## config.mk

```make
export PLATFORM = sky130hd
export DESIGN_NAME = load_store_unit
export DESIGN_NICKNAME = d
export VERILOG_FILES = /design/src/rtl/load_store_unit_pkg.sv /design/src/rtl/load_store_unit_load_extend.sv /design/src/rtl/load_store_unit.sv
export SDC_FILE = /design/constraint.sdc
export NUM_CORES = 1
export LEC_CHECK = 0
export ABC_AREA = 1
export CORE_AREA = 3 3 80 157
export CTS_CLUSTER_SIZE = 14
export DETAILED_ROUTE_END_ITERATION = 12
export DIE_AREA = 0 0 83 160
export GPL_ROUTABILITY_DRIVEN = 0
export PLACE_DENSITY = 0.85
export SLEW_MARGIN = 20
export SYNTH_ARGS = -nofsm -noshare
export SYNTH_HDL_FRONTEND = slang
export SYNTH_SLANG_ARGS = --single-unit
```

## constraint.sdc

```tcl
create_clock -name clk -period 2.5 [get_ports clk]
set_input_delay 0.5 -clock clk [delete_from_list [all_inputs] [get_ports clk]]
set_output_delay 0.5 -clock clk [all_outputs]
set_load 0.02 [all_outputs]
```

## src/rtl/load_store_unit_pkg.sv

```systemverilog
// Shared RISC-V definitions for the load/store unit: register width, funct3
// load/store encodings, FSM state encoding and the alignment rule.
`ifndef RISCV_DEF_SVH
`define RISCV_DEF_SVH
`define REG_DATA_WIDTH 32
`endif

package load_store_unit_pkg;

  localparam int XLEN = `REG_DATA_WIDTH;

  localparam logic [2:0] F3_B  = 3'b000;
  localparam logic [2:0] F3_H  = 3'b001;
  localparam logic [2:0] F3_W  = 3'b010;
  localparam logic [2:0] F3_BU = 3'b100;
  localparam logic [2:0] F3_HU = 3'b101;

  typedef enum logic [1:0] {
    ST_IDLE = 2'd0,
    ST_REQ  = 2'd1,
    ST_RESP = 2'd2
  } lsu_state_e;

  // Halves need an even address, words need a word-aligned address.
  function automatic logic is_aligned(input logic [2:0] f3, input logic [1:0] off);
    case (f3)
      F3_H, F3_HU: return ~off[0];
      F3_W:        return (off == 2'b00);
      default:     return 1'b1;
    endcase
  endfunction

endpackage

```

## src/rtl/load_store_unit_load_extend.sv

```systemverilog
// Load lane extraction: shift the bus word down to the addressed byte and
// sign- or zero-extend according to the load width.
module load_extend
  import load_store_unit_pkg::*;
(
  input  logic [XLEN-1:0] rdata,
  input  logic [1:0]      offset,
  input  logic [2:0]      funct3,
  output logic [XLEN-1:0] data
);

  logic [XLEN-1:0] shifted;

  always_comb begin
    shifted = rdata >> {offset, 3'b000};
    data    = shifted;
    case (funct3)
      F3_B:    data = {{(XLEN-8){shifted[7]}}, shifted[7:0]};
      F3_BU:   data = {{(XLEN-8){1'b0}}, shifted[7:0]};
      F3_H:    data = {{(XLEN-16){shifted[15]}}, shifted[15:0]};
      F3_HU:   data = {{(XLEN-16){1'b0}}, shifted[15:0]};
      default: data = shifted;
    endcase
  end

endmodule

```

## src/rtl/load_store_unit.sv

```systemverilog
// Load/store unit: accepts one memory op from EX/MEM, checks alignment,
// drives a single-beat bus request and returns the extended load result.
module load_store_unit
  import load_store_unit_pkg::*;
(
  input  logic            clk,
  input  logic            rst,
  input  logic            ex_valid,
  output logic            ex_ready,
  input  logic            memread,
  input  logic            memwrite,
  input  logic [2:0]      funct3,
  input  logic [XLEN-1:0] addr,
  input  logic [XLEN-1:0] store_data,
  output logic            mem_req,
  output logic            mem_we,
  output logic [XLEN-1:0] mem_addr,
  output logic [3:0]      mem_be,
  output logic [XLEN-1:0] mem_wdata,
  input  logic [XLEN-1:0] mem_rdata,
  input  logic            mem_ack,
  output logic [XLEN-1:0] data_o,
  output logic            done,
  output logic            misalign,
  output logic            stall
);

  function automatic logic [3:0] lane_be(input logic [1:0] size, input logic [1:0] off,
                                         input logic ld);
    if (ld) return 4'b1111;
    case (size)
      2'b00:   return 4'b0001 << off;
      2'b01:   return 4'b0011 << off;
      default: return 4'b1111;
    endcase
  endfunction

  function automatic logic [XLEN-1:0] lane_wdata(input logic [1:0] size,
                                                 input logic [XLEN-1:0] d);
    case (size)
      2'b00:   return {4{d[7:0]}};
      2'b01:   return {2{d[15:0]}};
      default: return d;
    endcase
  endfunction

  lsu_state_e      state, state_nxt;
  logic [XLEN-1:0] addr_p0, store_data_p0, load_data;
  logic [2:0]      funct3_p0;
  logic            load_p0, store_p0;
  logic            mem_op, aligned, accept;

  assign mem_op  = memread | memwrite;
  assign aligned = is_aligned(funct3, addr[1:0]);
  assign accept  = ex_valid & ex_ready;

  always_ff @(posedge clk or negedge rst) begin
    if (!rst) state <= ST_IDLE;
    else      state <= state_nxt;
  end

  always_comb begin
    state_nxt = state;
    ex_ready  = 1'b0;
    stall     = 1'b0;
    mem_req   = 1'b0;
    done      = 1'b0;
    case (state)
      ST_IDLE: begin
        ex_ready = 1'b1;
        if (ex_valid & mem_op & aligned) begin
          state_nxt = ST_REQ;
          stall     = rst;
        end
      end
      ST_REQ: begin
        mem_req = 1'b1;
        stall   = 1'b1;
        if (mem_ack) state_nxt = ST_RESP;
      end
      ST_RESP: begin
        done      = 1'b1;
        state_nxt = ST_IDLE;
      end
      default: state_nxt = ST_IDLE;
    endcase
  end

  // p0: operation captured at the accept edge; read-and-write counts as a load
  always_ff @(posedge clk or negedge rst) begin
    if (!rst) begin
      addr_p0       <= '0;
      store_data_p0 <= '0;
      funct3_p0     <= '0;
      load_p0       <= 1'b0;
      store_p0      <= 1'b0;
      misalign      <= 1'b0;
    end else begin
      misalign <= accept & mem_op & ~aligned;
      if (accept) begin
        addr_p0       <= addr;
        store_data_p0 <= store_data;
        funct3_p0     <= funct3;
        load_p0       <= memread;
        store_p0      <= memwrite & ~memread;
      end
    end
  end

  assign mem_we    = mem_req & store_p0;
  assign mem_addr  = mem_req ? {addr_p0[XLEN-1:2], 2'b00} : '0;
  assign mem_be    = mem_req ? lane_be(funct3_p0[1:0], addr_p0[1:0], load_p0) : 4'b0000;
  assign mem_wdata = mem_we ? lane_wdata(funct3_p0[1:0], store_data_p0) : '0;

  load_extend u_load_extend (
    .rdata  (mem_rdata),
    .offset (addr_p0[1:0]),
    .funct3 (funct3_p0),
    .data   (load_data)
  );

  // p1: load result captured on the acknowledge cycle, held until the next load
  always_ff @(posedge clk or negedge rst) begin
    if (!rst)                                     data_o <= '0;
    else if ((state == ST_REQ) & mem_ack & load_p0) data_o <= load_data;
  end

endmodule

```

==> results of run 1 <==
==> metrics by stage <==
stage	area (um^2)	power, uW
floorplan	5470	4600
global placement	7660	6020
detailed placement	7660	6100
CTS	7880	7410
global route	7880	7890
finish	7880	7350
==> per-layer routing <==
metal / GRT usage / part of all wire / up-vias / wire length, um
met5: 0 / 0 / - / 0
met4: 0.166 / 0.057 / 0 / 974
met3: 0.0398 / 0.060 / 62 / 1010
met2: 0.466 / 0.55 / 252 / 9270
met1: 0.284 / 0.34 / 2535 / 5740
li1: - / - / 2727 / -
==> critical path, delay by kind of cell, from the launching register on <==
family / cells / cell delay (ns)
buffers and inverters: 3 / 0.94
DFF: 1 / 0.40
and+or+nand+nor: 2 / 0.22
==> worst max path at each step <==
stage / from / endpoint / slack (ns) / cells after the start
floorplan: state[1]$_DFFE_PN0P_ / mem_wdata[22] / 0.60 / 6
global placement: funct3[1] / stall / -0.13 / 8
finish: state[1]$_DFFE_PN0P_ / mem_addr[22] / 0.09 / 5
global route: state[1]$_DFFE_PN0P_ / mem_addr[24] / 0.006 / 5
detailed placement: funct3[1] / stall / -0.13 / 9
CTS: state[1]$_DFFE_PN0P_ / mem_addr[23] / 0.00006 / 5
==> layout make-up <==
type / instances / area (um^2)
clock buffer: 9 / 225
clock inverter: 7 / 63.8
fill: 984 / 3540
inverter: 87 / 327
multi-input combinational: 530 / 2320
sequential: 104 / 2600
tap: 142 / 178
timing repair buffer: 227 / 2160
==> cells by family (layout without fill, tap and decap cells) <==
family | after synthesis | in the layout
DFF | 104 | 104
other | 1 | 2
buffers and inverters | 128 | 330
and+or+nand+nor | 431 | 431
AOI/OAI and AO/OA | 97 | 97
==> cells in the final DEF, fill, tap and decap left out <==
cell,instances
conb_1,2
clkbuf_16,9
o21a_1,1
dfrtp_1,104
o21ai_1,27
nand3_1,37
o22ai_1,10
a31oi_1,7
nand2_2,1
nand2_1,261
buf_6,1
dlymetal6s2s_1,3
clkdlybuf4s50_1,145
buf_12,1
or2_1,12
clkbuf_2,3
clkdlybuf4s15_1,3
dlygate4sd2_1,53
inv_1,78
inv_6,2
nand3_4,1
nand4_1,1
or2_2,12
o21ai_0,33
clkinv_4,4
nor2_2,1
nor3_1,2
inv_8,1
nor2_4,4
inv_2,9
nor2_1,96
nand2_4,2
buf_4,18
a21oi_1,19
nand4_2,1
==> timing repair <==
action                                  in CTS  in global routing
setup buffers                                0                  0
gates resized for setup                     59                 15
endpoints found under the setup margin      59                 12
gates cloned                                 0                  0
==> power by group <==
part	internal (uW)	switching [uW]	leakage [uW]
Sequential	2270	330	0.00126
Clock	697	672	0.000142
Combinational	1410	1980	0.00275
==> registers in the layout, indices dropped and copies added (netlist names) <==
signal / cells
addr_p0: 32
data_o: 32
store_data_p0: 32
funct3_p0: 3
state: 2
load_p0: 1
misalign: 1
store_p0: 1
==> metrics.md, run 1 <==
| Metric | Value |
|---|---|
| DP Cell Count | `1090` |
| CP Cell Sequence | `inv_2 > nand2_1 > buf_6 > nor2_1 > clkdlybuf4s50_1` |
| Yosys reg bits | `around 100` |
| Post-synth EDFFs | `0` |
| Layout cells sized above 1 | `0.0726` |
| Clock root buffer | `clkbuf_16` |
| Core area | `~11000 um^2` |
| Setup TNS | `0 ns` |
| Max-cap violation count | `0` |
| Tcrit/Tclk final | `0.966` |
| Initial antenna violation count | `0` |
| Die H | `160 um` |
| Post-synthesis cell area | `about 5500 um^2` |
| First-pass GRT wire length | `27900 um` |
| Io pins | `211` |
| Port Buffers | `about 210` |
| Die footprint | `13300 um^2` |
| Sequential share of the synthesized area | `0.476` |
| Skew final | `about 0.0098 ns` |
| R2R setup slack | `about 0.77 ns` |
| Antenna diodes | `0` |
| Worst EP arrival | `1.91 ns` |
| Fin Hold WS | `0.357 ns` |
| H-tree Lvls | `3` |
| Synthesis-to-finish area growth | `44.2%` |
| Post-synthesis cell count | `761` |
| Top post-synthesis cells by area | `dfrtp_1 (48%), nand2_1 (18%), nor2_1 (6.6%)` |
| Status | `finished clean` |
| Area share of the largest cell type after synthesis | `0.476` |
| Biggest area consumer among synthesized cells | `dfrtp_1` |
| Synth Area in Simple Gates | `0.330` |
| CTS tree | `built` |
| Peak VDD IR | `~0.61 mV` |
| Min-Delay Path Class | `primary input to async pin` |
| Placed wire-length estimate | `between 10000 and 15000 um` |
| Post-layout util | `0.690` |
| Vias in the first global route | `approximately 5700` |
| R2R depth | `8` |
| Wire length per cell | `about 15 um` |
| Largest family of logic cells by synthesized area | `simple AND/OR/NAND/NOR gates` |
| Adder-Cell Fraction of Synth Area | `0` |
| Tot GR Track Use | `0.261` |
| Setup Slack @ Placement | `-0.127 ns` |
| Critical path capture point type | `primary output` |
| Pleak | `between 0.004 and 0.005 uW` |
| Relative slew slack | `0.521` |
| Reg-to-Reg Start | `addr_p0[1]$_DFFE_PN0P_` |
| Final #Nets | `about 1100` |
| Post-synth top cells | `nand2_1 (261), dfrtp_1 (104), nor2_1 (96), inv_1 (78), nand3_1 (37)` |
| Ys Warns | `0` |
| Final cell count without fillers | `roughly 1100` |
| Mux cell area share after synthesis | `0` |
| Post-CTS Hold Buffers | `0` |
| Asr flop ratio synth | `1.00` |
| Pwr Density | `roughly 930 nW/um^2` |
| Post-route ant nets | `0` |
| CTS max path bufs | `2` |
| WP data required | `~2.0 ns` |
| Residual DRC | `0` |
| Worst-Skew Late Latency | `0.35 ns` |
| CTS Buf Count | `9` |
| Fmax | `slightly above 0.4 GHz` |
| Most common cell in the netlist | `nand2_1` |
| Crit path launch type | `flip-flop` |
| RSZ-0062 raised after global routing | `false` |
| Min setup slack post-route | `between 0.08 and 0.09 ns` |
| Worst r2r dst | `data_o[19]$_DFFE_PN0P_` |
| WS Path Type | `flip-flop to primary output` |
| Mean post-synth cell area | `between 7 and 8 um^2` |
| Initial core utilization | `0.478` |
| Tightest Pin Transition | `just over 0.7 ns` |
| Post-Route WL | `17000 um` |
| Xor and xnor area share after synthesis | `0` |
| CTS clk-pin slew, worst paths | `0.08 ns` |
| Final min period | `~2.4 ns` |
| Synth Area in Compound Gates | `0.0932` |
| Core Rows | `between 50 and 60` |
| Synth cell types | `28` |
| CP max stage cell | `clkdlybuf4s50_1` |
| Critical path fanouts, max | `37` |
| Vias | `roughly 5600` |
| Pin count of the biggest net entering global routing | `about 110` |
| Max incr delay on CP | `between 0.6 and 0.7 ns` |
| GRT overflow | `0` |
| Count of final setup violators | `0` |
| Main synth FF type | `dfrtp_1` |
| CTS Sinks | `104` |
| Number of vias per cell | `roughly 5.0` |
| Hold Vio Cnt, Final | `0` |
| First-pass DRT Iterations | `7` |
| DR iter-0 viols | `around 310` |
| Fin. max-slew vios | `0` |
| Die width | `~83 um` |
No activity file was read; power rests on OpenSTA's default activity.
==> inputs of run 2 (changes only) <==
Settings changed: ABC_AREA 1 to default, ABC_CLOCK_PERIOD_IN_PS from default to 2500, CORE_AREA 3 3 80 157 to 3 3 79 156, DIE_AREA 0 0 83 160 to 0 0 82 159, PLACE_DENSITY 0.85 to 0.84.
==> run 2 against run 1 <==
Global-route usage decreased by 1.0 points. Register-to-register slack got worse by 0.28 ns. Synthesized cell count decreased by 36%. Combinational power decreased by 5%. Design area decreased by 1.4%. Core utilization decreased by 0.13 points. Sequential share of layout area increased by 0.50 points. Power increased by 0.18%. Wire length decreased by 6.5%. Highest routed layer unchanged.
==> metrics.md, run 2 <==
| Metric | Value |
|---|---|
| CTS max path bufs | `2 (unchanged)` |
| Status | `finished clean` |
| Filler cells | `881 (-10%)` |
| Final min period | `2.42 ns (+0.00691 ns)` |
| Peak VDD IR | `0.554 mV (-9.3%)` |
| Mean post-synth cell area | `10.8 um^2 (+50%)` |
| Commonest non-fill, non-tap cells in the layout | `clkdlybuf4s50_1 (140), dfrtp_1 (102), mux2_2 (75)` |
| Final #Nets | `797 (-25%)` |
| CTS Sinks | `104 (unchanged)` |
| Number of vias per cell | `5.50 (+9.1%)` |
| Die width | `82 um (-1.2%)` |
| Tot GR Track Use | `0.251 (-0.0101)` |
| Synthesis-to-finish area growth | `48.6%` |
| Skew final | `0.00622 ns (-0.00358 ns)` |
| Main synth FF type | `dfrtp_1` |
| Clock root buffer | `clkbuf_16` |
| Min setup slack post-route | `0.0781 ns (-0.00691 ns)` |
| Tcrit/Tclk final | `0.969 (+0.00276)` |
| Critical path fanouts, max | `3 (-92%)` |
| Sequential share of the synthesized area | `0.498 (+0.0214)` |
| Vias in the first global route | `5050 (-12%)` |
| Pleak | `0.00362 uW (-13%)` |
| DR iter-0 viols | `249 (-20%)` |
| Commonest non-fill, non-tap cell in the layout | `clkdlybuf4s50_1` |
| CTS Buf Count | `9 (unchanged)` |
| Relative slew slack | `0.631 (+0.110)` |
| Post-layout util | `0.688 (-0.00134)` |
| Post-synth EDFFs | `0 (unchanged)` |
| Placed Instance Area | `7520 um^2 (-1.8%)` |
| Pin count of the biggest net entering global routing | `105 (-0.94%)` |
| First-pass GRT wire length | `25000 um (-10%)` |
| Biggest regs | `addr_p0: 32 flops, data_o: 32 flops, store_data_p0: 32 flops` |
| Most common cell in the netlist | `dfrtp_1` |
| Crit path launch type | `primary input` |
| CTS tree | `built` |
| Hold Vio Cnt, Final | `0 (unchanged)` |
| Tightest Pin Transition | `0.553 ns (-0.165 ns)` |
| Asr flop ratio synth | `1.00 (unchanged)` |
| Max-cap violation count | `0 (unchanged)` |
| Core area | `11300 um^2 (-1.2%)` |
| Post-CTS Hold Buffers | `0 (unchanged)` |
| Fin. max-slew vios | `0 (unchanged)` |
| Critical path capture point type | `primary output` |
| WP data required | `2.00 ns (about the same)` |
| Final instance area | `7770 um^2 (-1.4%)` |
| GRT overflow | `0 (unchanged)` |
| Residual DRC | `0 (unchanged)` |
| Yosys reg bits | `104 (unchanged)` |
| Pwr Density | `948 nW/um^2 (+1.6%)` |
| CTS clk-pin slew, worst paths | `0.07 ns (about the same)` |
| Fin Hold WS | `0.272 ns (-0.0851 ns)` |
| Min-Delay Path Class | `primary input to async pin` |
| Setup Slack @ Placement | `-0.209 ns (-0.0818 ns)` |
| Post-route ant nets | `0 (unchanged)` |
| Die footprint | `13000 um^2 (-1.8%)` |
| Top post-synthesis cells by area | `dfrtp_1 (50%), mux2_2 (16%), mux2i_1 (6.3%)` |
| Vias | `4602 (-17%)` |
| Post-synth top cells | `dfrtp_1 (104), mux2_2 (75), nand2_1 (44), nor2_1 (40), a21oi_1 (37)` |
| Die H | `159 um (-0.63%)` |
| Worst-Skew Late Latency | `0.34 ns (about the same)` |
| Biggest area consumer among synthesized cells | `dfrtp_1` |
| Post-synthesis cell count | `486 (-36%)` |
| Fmax | `0.413 GHz (-0.29%)` |
| Worst EP arrival | `1.92 ns (about the same)` |
| Io pins | `211 (unchanged)` |
| Layout cells sized above 1 | `0.177 (+0.104)` |
| H-tree Lvls | `3 (unchanged)` |
| Post-Route WL | `15900 um (-6.5%)` |
| Area share of the largest cell type after synthesis | `0.498 (+0.0214)` |
| WS Path Type | `primary input to primary output` |
| Core Rows | `55 (unchanged)` |
| Ys Warns | `0 (unchanged)` |
| Synth cell types | `34 (+21%)` |
| Antenna diodes | `0 (unchanged)` |
| RSZ-0062 raised after global routing | `false` |
| Initial core utilization | `0.463 (-0.0150)` |
| Initial antenna violation count | `0 (unchanged)` |
| Post-synthesis cell area | `5230 um^2 (-4.3%)` |
| Placed wire-length estimate | `12300 um (-5.2%)` |
| First-pass DRT Iterations | `4 (-3)` |
| Port Buffers | `208 (unchanged)` |
| Count of final setup violators | `0 (unchanged)` |
| Wire length per cell | `19.0 um (+24%)` |
==> run 2: cell count changes after synthesis, moves of 27 or more <==
cell     delta
mux2_2     +75
nor2_1     -56
and2_1     +31
o21ai_1    -27
nand2_1   -217
o21ai_0    -28
inv_1      -75
mux2i_1    +33
==> run 2: cell type report <==
class,count,area (um^2),area share
Inverter,4,15.0,0.00193
Multi-Input combinational cell,342,2440,0.314
Sequential cell,104,2610,0.335
Timing Repair Buffer,231,2220,0.286
Tap cell,142,178,0.0229
Clock buffer,11,243,0.0312
Clock inverter,3,67.6,0.00870
==> run 2: logic make-up (layout without fill, tap and decap cells) <==
logic type	Yosys count	in the layout	synth area share
AOI/OAI and AO/OA	70	70	0.0854
and+or+nand+nor	162	162	0.154
DFF	104	104	0.498
buffers and inverters	41	249	0.0376
other	1	2	0.000717
muxes	108	108	0.225
==> run 2: routing by layer <==
metal  track usage  share of wire  up-vias
met2         0.448           0.55      197
met1         0.248           0.33     2252
met3        0.0566          0.064       53
li1              -              -     2100
met5             0              0        -
met4         0.160          0.062        0
==> run 2: critical path, stage by stage <==
cell	delay, ns
clkdlybuf4s50_1	0.50
nor2_1	0.06
nor3_1	0.18
a21oi_2	0.11
a31o_2	0.23
dlygate4sd2_1	0.33
==> run 2: where the power goes <==
part	internal (uW)	switching [uW]
clock network	895	593
registers	2270	398
logic	1580	1630
total	4740	2620
==> run 2: through the flow <==
| stage | TNS [ns] | total power (uW) | std cells |
|---|---|---|---|
| 2_1_floorplan | 0 | 4480 | 487 |
| 6_report | 0 | 7370 | 837 |
| 3_3_place_gp | -0.236 | 5900 | 823 |
| 5_1_grt | 0 | 7780 | 837 |
| 4_1_cts | 0 | 7430 | 837 |
| 3_5_place_dp | -0.209 | 6020 | 823 |
==> run 2: worst paths after layout <==
| kind | startpoint | endpoint | slack [ns] | cells past startpoint |
|---|---|---|---|---|
| max in group asynchronous | rst | funct3_p0[1]$_DFFE_PN0P_ | 1.80 | 2 |
| max reg2reg | state[1]$_DFFE_PN0P_ | data_o[12]$_DFFE_PN0P_ | 0.49 | 6 |
| max | addr[1] | stall | 0.08 | 6 |
| min in group clk | data_o[29]$_DFFE_PN0P_ | data_o[29]$_DFFE_PN0P_ | 0.50 | 2 |
| min | rst | store_data_p0[30]$_DFFE_PN0P_ | 0.27 | 2 |
| min reg2reg | data_o[29]$_DFFE_PN0P_ | data_o[29]$_DFFE_PN0P_ | 0.50 | 2 |
==> run 2: what timing repair did <==
| action | 4_1_cts | 5_1_grt |
|---|---|---|
| resized for setup | 67 | 12 |
| endpoints found under the hold margin | 0 | 0 |
| endpoints found under the setup margin | 68 | 10 |
| buffers inserted | 0 | 0 |
==> inputs of run 3 (changes only) <==
Settings changed: ABC_CLOCK_PERIOD_IN_PS 2500 to 3100.
Clock period 2.5 ns to 3.1 ns, I/O delays scaled along.
==> run 3 against run 2 <==
Global-route usage rose by 0.15 points. Cell count fell by 0.84%. Clock skew decreased by 0.0024 ns. Critical path type unchanged. Critical endpoint unchanged. Highest routed layer unchanged.
==> metrics.md, run 3 (synthesis results as in run 2) <==
| Metric | Value |
|---|---|
| Max incr delay on CP | `0.63 ns (+0.13 ns)` |
| CTS max path bufs | `2 (unchanged)` |
| Pin count of the biggest net entering global routing | `62 (-41%)` |
| Core area | `11300 um^2 (unchanged)` |
| Tot GR Track Use | `0.253 (+0.00152)` |
| Wire length per cell | `19.4 um (+2.0%)` |
| CTS Sinks | `104 (unchanged)` |
| Critical path fanouts, max | `3 (unchanged)` |
| Most common cell on crit path | `clkdlybuf4s50_1` |
| WS Path Type | `primary input to primary output` |
| Post-route ant nets | `0 (unchanged)` |
| Count of final setup violators | `0 (unchanged)` |
| GRT overflow | `0 (unchanged)` |
| First-pass GRT wire length | `25000 um (+0.16%)` |
| Pleak | `0.00338 uW (-6.4%)` |
| Post-layout util | `0.687 (-0.00155)` |
| Filler cells | `861 (-2.3%)` |
| Residual DRC | `0 (unchanged)` |
| Number of vias per cell | `5.52 (+0.32%)` |
| Port Buffers | `208 (unchanged)` |
| Synthesis-to-finish area growth | `48.2%` |
| Setup Slack @ Placement | `0.168 ns (+0.377 ns)` |
| Placed Instance Area | `7440 um^2 (-1.1%)` |
| Skew final | `0.00382 ns (-0.00240 ns)` |
| Buf/Inv on CP | `2 (unchanged)` |
| Multi-input gate area | `2440 um^2 (about the same)` |
| Placed wire-length estimate | `12300 um (+0.17%)` |
| Final cell count without fillers | `830 (-0.84%)` |
| Final min period | `around 2.9 ns` |
| Die footprint | `13000 um^2 (unchanged)` |
| RSZ-0062 raised after global routing | `false` |
| Register area | `2600 um^2 (about the same)` |
| Antenna diodes | `0 (unchanged)` |
| CP Cell Sequence | `clkdlybuf4s50_1 > nor2_1 > nor3_1 > a21oi_1 > a31o_2 > clkdlybuf4s50_1` |
| WP data required | `2.48 ns (+0.48 ns)` |
| Status | `finished clean` |
| CTS clk-pin slew, worst paths | `0.07 ns (about the same)` |
| Die width | `82 um (unchanged)` |
| Min-Delay Path Class | `primary input to async pin` |
| Initial antenna violation count | `0 (unchanged)` |
| Pwr Density | `759 nW/um^2 (-20%)` |
| DR iter-0 viols | `180 (-28%)` |
| R2R depth | `5 (-1)` |
| Relative slew slack | `0.479 (-0.152)` |
| Peak VDD IR | `0.463 mV (-16%)` |
| Setup TNS | `0 ns (unchanged)` |
| Tcrit/Tclk final | `0.945` |
| Io pins | `211 (unchanged)` |
| Hold Vio Cnt, Final | `0 (unchanged)` |
| Post-CTS Hold Buffers | `0 (unchanged)` |
| DP Cell Count | `815 (-0.97%)` |
| Final #Nets | `789 (-1.0%)` |
| Worst-Skew Late Latency | `0.34 ns (about the same)` |
| H-tree Lvls | `3 (unchanged)` |
| CTS Buf Count | `9 (unchanged)` |
| First-pass DRT Iterations | `4 (unchanged)` |
| Post-Route WL | `16100 um (+1.2%)` |
| Fmax | `between 0.3 and 0.4 GHz` |
| Layout cells sized above 1 | `0.163 (-0.0142)` |
| Worst EP arrival | `2.31 ns (+0.39 ns)` |
| Top Family by Delay on Critical Path | `buffers and inverters` |
| CTS tree | `built` |
| Fin. max-slew vios | `0 (unchanged)` |
| CP max stage cell | `clkdlybuf4s50_1` |
| Core Rows | `55 (unchanged)` |
| Critical path capture point type | `primary output` |
| Min setup slack post-route | `0.169 ns (+0.0908 ns)` |
| Biggest regs | `addr_p0: 32 flops, data_o: 32 flops, store_data_p0: 32 flops` |
| Stages on the worst setup path | `6 (unchanged)` |
| Crit path launch type | `primary input` |
| Initial core utilization | `0.463 (unchanged)` |
| Clock root buffer | `clkbuf_16` |
| Vias in the first global route | `4869 (-3.6%)` |
| Commonest non-fill, non-tap cells in the layout | `clkdlybuf4s50_1 (200), dfrtp_1 (104), mux2_2 (75)` |
| Die H | `159 um (unchanged)` |
| Commonest non-fill, non-tap cell in the layout | `clkdlybuf4s50_1` |
| Final instance area | `7750 um^2 (-0.23%)` |
| Max-cap violation count | `0 (unchanged)` |
| Tightest Pin Transition | `0.782 ns (+0.228 ns)` |
| Vias | `4578 (-0.52%)` |
run 3: metal layers:
metal / vias up / part of all wire / GRT usage / routed length (um)
li1: 2085 / - / - / -
met1: 2270 / 0.33 / 0.246 / 5330
met2: 182 / 0.56 / 0.465 / 8940
met3: 41 / 0.067 / 0.0674 / 1070
met4: 0 / 0.046 / 0.126 / 739
met5: - / 0 / 0 / 0
run 3: worst paths after layout:
kind / startpoint / slack, ns / endpoint
hold reg to reg: data_o[7]$_DFFE_PN0P_ / 0.49 / data_o[7]$_DFFE_PN0P_
hold / removal: rst / 0.41 / store_data_p0[27]$_DFFE_PN0P_
max in group asynchronous: rst / 1.48 / addr_p0[2]$_DFFE_PN0P_
setup / recovery: addr[1] / 0.17 / stall
setup reg to reg: addr_p0[0]$_DFFE_PN0P_ / 0.83 / data_o[18]$_DFFE_PN0P_
min in group clk: data_o[7]$_DFFE_PN0P_ / 0.49 / data_o[7]$_DFFE_PN0P_
run 3: where the power goes:
part | total [uW] | leakage [uW] | internal (uW) | switching (uW)
Clock | 1110 | 0.000135 | 622 | 491
Sequential | 2140 | 0.00124 | 1820 | 320
Combinational | 2620 | 0.00200 | 1310 | 1320
Total | 5880 | 0.00338 | 3750 | 2130
run 3: worst reg2reg max path, stage by stage (launching register included):
cell and delay (ns):
dfrtp_1 0.45, buf_4 0.43, mux2i_1 0.34, mux2_2 0.23
a211o_1 0.41, o311ai_0 0.25
run 3: repair_timing:
| item | CTS | global route |
|---|---|---|
| buffers inserted | 0 | 0 |
| resized for setup | 1 | 9 |
| setup endpoints to repair | 2 | 26 |
| hold endpoints to repair | 0 | 0 |
run 3: final cells by class:
cell class              count  area share
repair buffers            223       0.287
flip-flops and latches    104       0.336
clock inverters             5     0.00759
well taps                 142      0.0229
multi-input cells         342       0.315
clock buffers              10      0.0295
inverters                   4     0.00258
run 3: metrics by stage:
stage,hold WS (ns),total power (uW)
floorplan,0.324,3620
global placement,0.466,4710
detailed placement,0.475,4800
CTS,0.431,5930
global route,0.446,6210
finish,0.411,5880
